## src/rtl/pwm_regs_pkg.sv

```systemverilog
// Shared register map for the multi-channel PWM/timer register file:
// offsets, field positions, global-space select and the ID word.
package pwm_regs_pkg;

  localparam logic [2:0] OFF_CTRL    = 3'd0;
  localparam logic [2:0] OFF_DUTY_SH = 3'd1;
  localparam logic [2:0] OFF_TGT_SH  = 3'd2;
  localparam logic [2:0] OFF_CFG     = 3'd3;
  localparam logic [2:0] OFF_COUNTER = 3'd4;
  localparam logic [2:0] OFF_CMD     = 3'd5;
  localparam logic [2:0] OFF_CAPTURE = 3'd6;

  localparam logic [2:0] GOFF_IRQ_STAT = 3'd0;
  localparam logic [2:0] GOFF_IRQ_EN   = 3'd1;
  localparam logic [2:0] GOFF_ID       = 3'd2;
  localparam logic [2:0] GOFF_GUPD     = 3'd3;

  localparam int CTRL_MODE_LSB  = 0;
  localparam int CTRL_EN_BIT    = 2;
  localparam int CTRL_FREQ_LSB  = 12;
  localparam int CFG_INSEL_LSB  = 0;
  localparam int CFG_TRIG_LSB   = 4;
  localparam int CFG_OUTF_BIT   = 8;
  localparam int CFG_CAPSEL_LSB = 12;
  localparam int CMD_CLR_BIT    = 0;
  localparam int CMD_TRIG_BIT   = 4;
  localparam int CAP_RUN_BIT    = 12;
  localparam int CAP_OVF_BIT    = 15;
  localparam int GUPD_BIT       = 0;

  // Global space is selected by the address bit just above channel + offset.
  localparam int GLB_SEL_OFS = 3;

  localparam logic [7:0] ID_VERSION = 8'h02;

  function automatic logic [15:0] id_word(input int num_ch, input int cnt_w);
    return {4'(num_ch), 4'(cnt_w - 8), ID_VERSION};
  endfunction

endpackage

```

## src/rtl/pwm_ch_regs.sv

```systemverilog
// One channel's register set: CTRL/CFG, duty/target shadow+active pairs,
// capture pending/overflow flags and the CMD pulse flops.
module pwm_ch_regs
  import pwm_regs_pkg::*;
#(
  parameter int CNT_W  = 10,
  parameter int DATA_W = 16
) (
  input  logic              clk_i,
  input  logic              rstn_i,
  input  logic              wr_i,
  input  logic              rd_cap_i,
  input  logic [2:0]        off_i,
  input  logic [DATA_W-1:0] wdata_i,
  input  logic              commit_i,
  input  logic              cap_valid_i,
  output logic [DATA_W-1:0] ctrl_o,
  output logic [DATA_W-1:0] cfg_o,
  output logic [CNT_W-1:0]  duty_sh_o,
  output logic [CNT_W-1:0]  tgt_sh_o,
  output logic [CNT_W-1:0]  duty_o,
  output logic [CNT_W-1:0]  tgt_o,
  output logic              ovf_o,
  output logic              clear_o,
  output logic              sw_trig_o
);

  logic [DATA_W-1:0] ctrl_q, ctrl_d, cfg_q, cfg_d;
  logic [CNT_W-1:0]  duty_sh_q, duty_sh_d, tgt_sh_q, tgt_sh_d;
  logic [CNT_W-1:0]  duty_act_q, duty_act_d, tgt_act_q, tgt_act_d;
  logic              pend_q, pend_d, ovf_q, ovf_d;
  logic              clear_q, clear_d, sw_trig_q, sw_trig_d;

  always_comb begin
    ctrl_d     = ctrl_q;
    cfg_d      = cfg_q;
    duty_sh_d  = duty_sh_q;
    tgt_sh_d   = tgt_sh_q;
    duty_act_d = duty_act_q;
    tgt_act_d  = tgt_act_q;
    pend_d     = pend_q;
    ovf_d      = ovf_q;
    clear_d    = 1'b0;
    sw_trig_d  = 1'b0;
    // Commit reads the old shadow, so a coinciding write waits a boundary.
    if (commit_i) begin
      duty_act_d = duty_sh_q;
      tgt_act_d  = tgt_sh_q;
    end
    if (wr_i) begin
      case (off_i)
        OFF_CTRL:    ctrl_d    = wdata_i;
        OFF_DUTY_SH: duty_sh_d = wdata_i[CNT_W-1:0];
        OFF_TGT_SH:  tgt_sh_d  = wdata_i[CNT_W-1:0];
        OFF_CFG:     cfg_d     = wdata_i;
        OFF_CMD: begin
          clear_d   = wdata_i[CMD_CLR_BIT];
          sw_trig_d = wdata_i[CMD_TRIG_BIT];
        end
        default: ;
      endcase
    end
    if (rd_cap_i) begin
      pend_d = 1'b0;
      ovf_d  = 1'b0;
    end
    if (cap_valid_i) begin
      pend_d = 1'b1;
      if (pend_q) ovf_d = 1'b1;
    end
  end

  always_ff @(posedge clk_i or negedge rstn_i) begin
    if (!rstn_i) begin
      ctrl_q     <= '0;
      cfg_q      <= '0;
      duty_sh_q  <= '0;
      tgt_sh_q   <= '0;
      duty_act_q <= '0;
      tgt_act_q  <= '0;
      pend_q     <= 1'b0;
      ovf_q      <= 1'b0;
      clear_q    <= 1'b0;
      sw_trig_q  <= 1'b0;
    end else begin
      ctrl_q     <= ctrl_d;
      cfg_q      <= cfg_d;
      duty_sh_q  <= duty_sh_d;
      tgt_sh_q   <= tgt_sh_d;
      duty_act_q <= duty_act_d;
      tgt_act_q  <= tgt_act_d;
      pend_q     <= pend_d;
      ovf_q      <= ovf_d;
      clear_q    <= clear_d;
      sw_trig_q  <= sw_trig_d;
    end
  end

  assign ctrl_o    = ctrl_q;
  assign cfg_o     = cfg_q;
  assign duty_sh_o = duty_sh_q;
  assign tgt_sh_o  = tgt_sh_q;
  assign duty_o    = duty_act_q;
  assign tgt_o     = tgt_act_q;
  assign ovf_o     = ovf_q;
  assign clear_o   = clear_q;
  assign sw_trig_o = sw_trig_q;

endmodule

```

## src/rtl/pwm_regfile_mc.sv

```systemverilog
// Multi-channel PWM/timer register file: address decode, read mux, global
// IRQ status/enable and per-channel register sets.
module pwm_regfile_mc
  import pwm_regs_pkg::*;
#(
  parameter int NUM_CH = 4,
  parameter int CNT_W  = 10,
  parameter int DATA_W = 16,
  localparam int CH_AW  = (NUM_CH > 1) ? $clog2(NUM_CH) : 1,
  localparam int ADDR_W = CH_AW + 4
) (
  input  logic                    clk_i,
  input  logic                    rstn_i,
  input  logic                    acc_en_i,
  input  logic                    wr_en_i,
  input  logic [ADDR_W-1:0]       addr_i,
  input  logic [DATA_W-1:0]       wdata_i,
  output logic [DATA_W-1:0]       rdata_o,
  output logic [2*NUM_CH-1:0]     mode_o,
  output logic [NUM_CH-1:0]       enable_o,
  output logic [2*NUM_CH-1:0]     freq_sel_o,
  output logic [CNT_W*NUM_CH-1:0] duty_o,
  output logic [CNT_W*NUM_CH-1:0] target_o,
  output logic [4*NUM_CH-1:0]     input_sel_o,
  output logic [2*NUM_CH-1:0]     trig_sel_o,
  output logic [NUM_CH-1:0]       out_func_o,
  output logic [2*NUM_CH-1:0]     cap_sel_o,
  output logic [NUM_CH-1:0]       clear_o,
  output logic [NUM_CH-1:0]       sw_trig_o,
  input  logic [NUM_CH-1:0]       period_end_i,
  input  logic [NUM_CH-1:0]       match_i,
  input  logic [NUM_CH-1:0]       cap_valid_i,
  input  logic [CNT_W*NUM_CH-1:0] counter_i,
  input  logic [CNT_W*NUM_CH-1:0] captured_i,
  input  logic [NUM_CH-1:0]       running_i,
  output logic                    irq_o
);

  localparam int IW = 2 * NUM_CH;

  logic             wr, rd, glb, ch_ok, gupd;
  logic [CH_AW-1:0] ch_idx;
  logic [2:0]       off;

  assign wr     = acc_en_i & wr_en_i;
  assign rd     = acc_en_i & ~wr_en_i;
  assign glb    = addr_i[CH_AW + GLB_SEL_OFS];
  assign ch_idx = addr_i[CH_AW+2:3];
  assign off    = addr_i[2:0];
  assign ch_ok  = ({1'b0, ch_idx} < (CH_AW+1)'(NUM_CH));
  assign gupd   = wr & glb & (off == GOFF_GUPD) & wdata_i[GUPD_BIT];

  logic [DATA_W-1:0] ctrl_a [NUM_CH];
  logic [DATA_W-1:0] cfg_a  [NUM_CH];
  logic [DATA_W-1:0] cnt_a  [NUM_CH];
  logic [DATA_W-1:0] cap_a  [NUM_CH];
  logic [CNT_W-1:0]  dsh_a  [NUM_CH];
  logic [CNT_W-1:0]  tsh_a  [NUM_CH];
  logic [NUM_CH-1:0] ovf_v;

  for (genvar c = 0; c < NUM_CH; c++) begin : g_ch
    logic sel;
    assign sel = ~glb & (ch_idx == CH_AW'(c));

    pwm_ch_regs #(.CNT_W(CNT_W), .DATA_W(DATA_W)) u_ch (
      .clk_i       (clk_i),
      .rstn_i      (rstn_i),
      .wr_i        (wr & sel),
      .rd_cap_i    (rd & sel & (off == OFF_CAPTURE)),
      .off_i       (off),
      .wdata_i     (wdata_i),
      .commit_i    (period_end_i[c] | gupd),
      .cap_valid_i (cap_valid_i[c]),
      .ctrl_o      (ctrl_a[c]),
      .cfg_o       (cfg_a[c]),
      .duty_sh_o   (dsh_a[c]),
      .tgt_sh_o    (tsh_a[c]),
      .duty_o      (duty_o[c*CNT_W +: CNT_W]),
      .tgt_o       (target_o[c*CNT_W +: CNT_W]),
      .ovf_o       (ovf_v[c]),
      .clear_o     (clear_o[c]),
      .sw_trig_o   (sw_trig_o[c])
    );

    assign mode_o[2*c +: 2]      = ctrl_a[c][CTRL_MODE_LSB +: 2];
    assign enable_o[c]           = ctrl_a[c][CTRL_EN_BIT];
    assign freq_sel_o[2*c +: 2]  = ctrl_a[c][CTRL_FREQ_LSB +: 2];
    assign input_sel_o[4*c +: 4] = cfg_a[c][CFG_INSEL_LSB +: 4];
    assign trig_sel_o[2*c +: 2]  = cfg_a[c][CFG_TRIG_LSB +: 2];
    assign out_func_o[c]         = cfg_a[c][CFG_OUTF_BIT];
    assign cap_sel_o[2*c +: 2]   = cfg_a[c][CFG_CAPSEL_LSB +: 2];
    assign cnt_a[c] = DATA_W'(counter_i[c*CNT_W +: CNT_W]);
    assign cap_a[c] = DATA_W'(captured_i[c*CNT_W +: CNT_W])
                    | (DATA_W'(running_i[c]) << CAP_RUN_BIT)
                    | (DATA_W'(ovf_v[c]) << CAP_OVF_BIT);
  end

  logic [IW-1:0] stat_q, stat_d, en_q, en_d;
  logic          irq_q, irq_d;

  always_comb begin
    stat_d = stat_q;
    en_d   = en_q;
    // Fresh events land after the W1C mask so a coinciding event survives.
    if (wr & glb & (off == GOFF_IRQ_STAT)) stat_d = stat_d & ~wdata_i[IW-1:0];
    stat_d = stat_d | {match_i, cap_valid_i};
    if (wr & glb & (off == GOFF_IRQ_EN)) en_d = wdata_i[IW-1:0];
    irq_d = |(stat_q & en_q);
  end

  always_ff @(posedge clk_i or negedge rstn_i) begin
    if (!rstn_i) begin
      stat_q <= '0;
      en_q   <= '0;
      irq_q  <= 1'b0;
    end else begin
      stat_q <= stat_d;
      en_q   <= en_d;
      irq_q  <= irq_d;
    end
  end

  assign irq_o = irq_q;

  always_comb begin
    rdata_o = '0;
    if (rd) begin
      if (glb) begin
        case (off)
          GOFF_IRQ_STAT: rdata_o = DATA_W'(stat_q);
          GOFF_IRQ_EN:   rdata_o = DATA_W'(en_q);
          GOFF_ID:       rdata_o = DATA_W'(id_word(NUM_CH, CNT_W));
          default:       rdata_o = '0;
        endcase
      end else if (ch_ok) begin
        case (off)
          OFF_CTRL:    rdata_o = ctrl_a[ch_idx];
          OFF_DUTY_SH: rdata_o = DATA_W'(dsh_a[ch_idx]);
          OFF_TGT_SH:  rdata_o = DATA_W'(tsh_a[ch_idx]);
          OFF_CFG:     rdata_o = cfg_a[ch_idx];
          OFF_COUNTER: rdata_o = cnt_a[ch_idx];
          OFF_CAPTURE: rdata_o = cap_a[ch_idx];
          default:     rdata_o = '0;
        endcase
      end
    end
  end

endmodule

```

## config.mk

```make
export PLATFORM = sky130hd
export DESIGN_NAME = pwm_regfile_mc
export DESIGN_NICKNAME = d
export VERILOG_FILES = /design/src/rtl/pwm_regs_pkg.sv /design/src/rtl/pwm_ch_regs.sv /design/src/rtl/pwm_regfile_mc.sv
export SDC_FILE = /design/constraint.sdc
export NUM_CORES = 1
export LEC_CHECK = 0
export CAP_MARGIN = 10
export CORE_MARGIN = 5
export CORE_UTILIZATION = 53
export DETAILED_ROUTE_END_ITERATION = 10
export PLACE_DENSITY = 0.87
export SLEW_MARGIN = 30
export SYNTH_ARGS = -nofsm -noshare
export SYNTH_HDL_FRONTEND = slang
export SYNTH_HIERARCHICAL = 1
export SYNTH_SLANG_ARGS = --single-unit
export TNS_END_PERCENT = 1
```

## constraint.sdc

```tcl
create_clock -name clk_i -period 2.2 [get_ports clk_i]
set_input_delay 0.44 -clock clk_i [delete_from_list [all_inputs] [get_ports clk_i]]
set_output_delay 0.44 -clock clk_i [all_outputs]
set_load 0.05 [all_outputs]
```

# After elaboration in Yosys (flattened, before gate mapping)
# Index checks and enable logic that the tools add are counted.
[op_classes]
order_cmp = 1
n_eq_ne = 9
mux = 53
bitwise_logic = 42
n_reduce_logical = 23
[ops]
columns = ["operator", "n"]
rows = [
  ["$mux W16", 10],
  ["$bmux W16 S2", 4],
  ["$pmux W16 S6", 1],
  ["$or A13 B16 Y16", 4],
  ["$or A10 B13 Y13", 4],
  ["$pmux W15 S3", 1],
  ["$bmux W10 S2", 2],
  ["$mux W10", 4],
  ["$reduce_and A2 Y1", 16],
  ["$mux W1", 30],
  ["$and A1 B1 Y1", 23],
  ["$and A8 B8 Y8", 2],
  ["$eq A3 B3 Y1 const B", 3],
  ["$mux W8", 1],
  ["$not A8 Y8", 1],
  ["$or A8 B8 Y8", 1],
  ["$reduce_bool A2 Y1", 4],
  ["$reduce_or A8 Y1", 1],
  ["$eq A3 B2 Y1 const B", 2],
  ["$eq A2 B2 Y1 const B", 2],
  ["$or A1 B1 Y1", 4],
  ["$eq A3 B1 Y1 const B", 1],
  ["$ge A3 B3 Y1 const B", 1],
  ["$logic_not A3 Y1", 1],
  ["other kinds (4)", 5],
]
[totals]
register_bits = 321
in_bits = 122
output_inout_bits = 161
word_cells = 171

# Longest topological paths before layout
# Gate-level depths: netlist (run 1).
[logic_depth]
depth_word = 8
mapped_depth = 9
depth_no_buf = 5

# Hierarchy
# Netlist (run 1), hierarchy kept.
[by_module_without_submodules]
columns = ["mod", "n_inst", "cells_per_inst", "area_each_um2", "seq_area_each_um2"]
rows = [
  ["pwm_ch_regs", 4, 164, 2852.7, 1901.8],
  ["pwm_regfile_mc", 1, 344, 3582.2, 425.4],
]

# Least setup slack after synthesis (run 1)
# No wires, ideal clock.
[synth_timing]
path_type = "input to output"
start = "input addr_i[3]"
end = "output rdata_o[9]"
arrival_time_ns = 2.519
required_time_ns = 1.760
setup_slack_ns = -0.759
stages = 7
path_buffers = 4
cell_sequence = "buf_6 buf_12 buf_6 buf_4 a311oi_1 a31oi_1 a211oi_1"
[synth_between]
elab_chain_cells = 7
elab_cells_between_ends = 22
cone_classes = "21 x mux; 1 x bitwise"
[synth_lines]
columns = ["element", "line_no", "source"]
rows = [
  ["from (decl)", "pwm_regfile_mc.sv:16", "input logic [ADDR_W-1:0] addr_i,"],
  ["$not A2 Y3 (implied by the code) *", "n/a", ""],
  ["$bmux W16 S2 (tied with other cells)", "pwm_regfile_mc.sv:142", "OFF_CAPTURE: rdata_o = cap_a[ch_idx];"],
  ["$mux W16 (implied by the code) (tied with other cells) (2 in series)", "pwm_regfile_mc.sv:142", ""],
  ["$pmux W16 S6 *", "pwm_regfile_mc.sv:136", "case (off)"],
  ["$mux W16 *", "pwm_regfile_mc.sv:128", "if (glb) begin"],
  ["$mux W16 *", "pwm_regfile_mc.sv:127", "if (rd) begin"],
  ["to (decl)", "pwm_regfile_mc.sv:18", "output logic [DATA_W-1:0] rdata_o,"],
]
# Mark *: on every way between the ends. The rest lies on a longest branch, timed or not. The select of a mux whose other input is x is not followed.

# Worst setup path after layout (run 1)
[layout_timing]
start = "register g_ch[3].u_ch.tgt_sh_q[1]"
end = "output rdata_o[1]"
[layout_between]
elab_chain_cells = 6
[layout_lines]
columns = ["element", "line_no", "source"]
rows = [
  ["from (decl)", "pwm_ch_regs.sv:29", "logic [CNT_W-1:0] duty_sh_q, duty_sh_d, tgt_sh_q, tgt_sh_d;"],
  ["from (signal assigned)", "pwm_ch_regs.sv:89", "tgt_sh_q <= tgt_sh_d;"],
  ["$bmux W10 S2", "pwm_regfile_mc.sv:139", "OFF_TGT_SH: rdata_o = DATA_W'(tsh_a[ch_idx]);"],
  ["$mux W10 (implied by the code) (2 in series)", "pwm_regfile_mc.sv:139", ""],
  ["$pmux W16 S6", "pwm_regfile_mc.sv:136", ""],
  ["$mux W16", "pwm_regfile_mc.sv:128", ""],
  ["$mux W16", "pwm_regfile_mc.sv:127", ""],
]
# Every way passes these cells. The select of a mux whose other input is x is not followed.

==> results of run 1 <==
## cells in the mapped netlist (9+ instances only)
| cell type | number | area share, % |
|---|---|---|
| a21o_1 | 12 | 0.60 |
| a21oi_1 | 10 | 0.33 |
| a22o_1 | 13 | 0.76 |
| a22oi_1 | 30 | 1.5 |
| and2_1 | 9 | 0.38 |
| buf_2 | 27 | 0.90 |
| buf_6 | 9 | 0.68 |
| clkbuf_1 | 12 | 0.30 |
| dfrtp_1 | 321 | 54 |
| mux2_2 | 301 | 23 |
| mux2i_1 | 41 | 2.7 |
| mux4_1 | 16 | 2.8 |
| mux4_2 | 38 | 5.7 |
| nand2_1 | 35 | 0.88 |
| nand3_1 | 11 | 0.37 |
| nor2_1 | 15 | 0.38 |
| nor3_1 | 10 | 0.33 |
## sequential cells by signal, indices dropped and copies added (netlist names), 8 cells and up
name	cells
g_ch.u_ch/tgt_sh_o	40
g_ch.u_ch/duty_sh_o	40
g_ch.u_ch/cfg_o	64
g_ch.u_ch/tgt_o	40
g_ch.u_ch/ctrl_o	64
g_ch.u_ch/duty_o	40
en_q	8
stat_q	8
## power by group through the flow
stage          Clock (mW)  Sequential, mW  Combinational [mW]
3_3_place_gp            0            6.82                3.11
4_1_cts              5.91            6.74                3.26
2_1_floorplan           0            7.53                1.01
5_1_grt              6.16            6.80                3.42
3_5_place_dp            0            6.85                3.17
6_report             5.84            6.75                3.28
## routing by layer
metal  vias up  global-route usage [%]
met4         6                    9.88
met2       523                    49.5
li1       4545                       -
met5         -                       0
met3       123                    6.93
met1      5681                    37.6
## logic make-up (layout without fill, tap and decap cells)
| kind of cell | Yosys count | count (layout) | share of synthesized area, % |
|---|---|---|---|
| other cells | 0 | 3 | 0 |
| mux | 398 | 398 | 34.0 |
| simple gates | 133 | 133 | 5.77 |
| compound gates | 83 | 83 | 4.06 |
| flops | 321 | 321 | 53.6 |
| buf+inv | 65 | 479 | 2.59 |
## what timing repair did
action                                  in CTS  in global routing
pin swaps                                   20                  7
setup buffers                               10                  3
hold buffers                                 1                  0
resized for setup                           63                 22
endpoints found under the setup margin      26                 31
endpoints found under the hold margin       45                  0
## worst max-delay path: cells and delay by family, from the launching register on
kind,cells,cell delay (ps)
buf+inv,1,170
compound gates,2,440
mux,1,540
simple gates,1,100
flops,1,390
## through the flow
stage / power (mW) / util (%) / worst slack (ps)
after floorplan: 8.54 / - / -194
after global placement: 9.92 / 69.8 / -458
after detailed placement: 10.0 / 69.8 / -534
after CTS: 15.9 / 74.6 / -388
after global routing: 16.4 / 74.9 / -398
final: 15.9 / 74.9 / -376
## layout make-up
type	count	area [um^2]	area share (%)
Sequential cell	321	8030	38.5
Multi-Input combinational cell	614	6790	32.5
Timing Repair Buffer	410	4390	21.1
Clock buffer	48	985	4.72
Tap cell	378	473	2.27
Clock inverter	13	151	0.726
Inverter	8	30.0	0.144
Antenna cell	3	7.51	0.0360
## worst max-delay path by stage
| stage | start | cells past startpoint | endpoint | slack, ps |
|---|---|---|---|---|
| after floorplan | addr_i[3] | 9 | g_ch[3].u_ch/ctrl_o[10]$_DFFE_PN0P_ | -190 |
| after global placement | addr_i[3] | 7 | rdata_o[0] | -460 |
| after detailed placement | addr_i[3] | 9 | rdata_o[0] | -530 |
| after CTS | g_ch[3].u_ch/tgt_sh_o[1]$_DFFE_PN0P_ | 5 | rdata_o[1] | -390 |
| after global routing | g_ch[2].u_ch/tgt_sh_o[1]$_DFFE_PN0P_ | 5 | rdata_o[1] | -400 |
| final | g_ch[3].u_ch/tgt_sh_o[1]$_DFFE_PN0P_ | 5 | rdata_o[1] | -380 |
==> flow_metrics.py, run 1 <==
metrics = {
    "global_routing": {
        "grtUsageTotal_pct": 29.3,
        "grt_antenna_before_repair": 7,
        "grt_max_degree": 61,
        "grt_pass1_wl_um": 70800,
        "grt-ovfl-total": 0,
        "grt_pass1_vias": 11700,
    },
    "critical_path": {
        "path_cells": "mux4_2 > a32oi_2 > nand3_1 > o22a_1 > buf_12",
        "worstPathMaxFanout": 2,
        "reg2reg_depth": 2,
        "r2r_slack_ps": 1230,
        "endpoint_kind": "output pin",
        "r2r-start": "g_ch[2].u_ch/duty_sh_o[1]$_DFFE_PN0P_",
        "arrival_ps": 2140,
        "start_kind": "flop",
        "max_stage_delay_ps": 540,
        "timing.rr.end": "g_ch[2].u_ch/duty_o[1]$_DFFE_PN0P_",
        "required_ps": 1760,
        "worstSetupPathType": "flop to output pin",
        "critPathSlowestCell": "mux4_2",
    },
    "sta": {
        "setup_violations": 16,
        "slew_violations": 0,
        "grt_setup_unrepaired": "true",
        "tns_ps": -4060,
        "finalCriticalPeriod_ps": 2580,
        "hold_viol": 0,
        "clock_skew_ps": 7.79,
        "clock.fmax_mhz": 388,
        "worst_slack_ps": -376,
        "fin_crit_sh_pct": 117,
        "maxSlewHeadroom_pct": 59.3,
        "hold_ws_ps": 443,
        "worst_slew_pin_slew_ps": 609,
    },
    "routing": {
        "met1Wirelength_um": 18000,
        "met2_length_um": 23500,
        "met3_length_um": 3980,
        "first_iter_violations": 922,
        "vias": 10900,
        "wl_per_cell_um": 26.3,
        "viasPerCell": 6.06,
        "highest_layer": "met5",
        "detail-route-antenna-nets": 0,
        "drt-total-wl_um": 47100,
        "drt-pass1-iter-count": 8,
        "drcViolationCount": 0,
    },
    "worst_hold_path": {
        "hold_class": "primary input to asynchronous set/reset pin",
    },
    "floorplan": {
        "die_h_um": 178,
        "rows": 61,
        "die_area_um2": 31800,
        "fp.coreArea_um2": 27900,
        "fp.dieW_um": 178,
        "start_util_pct": 53.8,
        "io_pins": 283,
    },
    "clocking": {
        "cts_buffers": 35,
        "clk_path_buf_depth": 3,
        "clk_latency_ps": 500,
        "cts_tree": "built",
        "htreeDepth": 2,
        "numClockSinks": 321,
        "clkSlewWorstSetupHoldPaths_ps": 60,
        "clockRootBuffer": "clkbuf_16",
    },
    "power_and_ir_drop": {
        "p_leak_nw": 9.72,
        "switching_share_pct": 28.6,
        "p_comb_share_pct": 20.7,
        "pwr-share-clk_pct": 36.8,
        "power_density_nw_per_um2": 760,
        "ir_worst_vdd_mv": 0.574,
        "seq_power_share_pct": 42.6,
        "p_switching_mw": 4.54,
        "p_int_mw": 11.3,
    },
    "synthesis": {
        "yosys.cell_types.count": 47,
        "synth_area_per_cell_um2": 15.0,
        "netlist_area_um2": 15000,
        "synth-edff-count": 0,
        "syn_inst": 1000,
        "syn-num-nets": 1122,
        "ys_ff_latch": 321,
        "yosysSeqAreaShare_pct": 53.6,
        "synthArstFlopShare_pct": 100,
        "synth-main-ff-cell": "dfrtp_1",
        "ys_warn_count": 6,
    },
    "run_status": {
        "violations": "setup timing",
        "status": "finished, violations left",
    },
    "layout": {
        "final_area_um2": 20900,
        "layoutNonFillerInstCount": 1795,
        "n_fill_cell": 1637,
        "nets": 1512,
        "drive_gt1_share_pct": 43.6,
        "syn_to_final_growth_pct": 39.2,
        "final_common_cell": "dfrtp_1",
        "final_cell_mix": "dfrtp_1, mux2_2, clkdlybuf4s50_1",
    },
    "placement": {
        "portBuffers": 282,
        "post-place-cells": 1717,
        "hpwlAfterDp_um": 33100,
        "globalplace.congestion": 0.916,
        "place_area_um2": 19400,
    },
    "flow_run": {
        "cap_viol_max_count": 0,
    },
}
Note: power is estimated with default switching activity, not from simulation.
==> run 2: changes to the inputs <==
--- a/config.mk
+++ b/config.mk
@@ -8,6 +8,7 @@
 export CAP_MARGIN = 10
 export CORE_MARGIN = 5
 export CORE_UTILIZATION = 53
+export CTS_CLUSTER_DIAMETER = 100
 export DETAILED_ROUTE_END_ITERATION = 10
 export PLACE_DENSITY = 0.87
 export SLEW_MARGIN = 30
==> results of run 2 <==
Same layout as run 1: the final DEF is identical, and so are final timing and power.
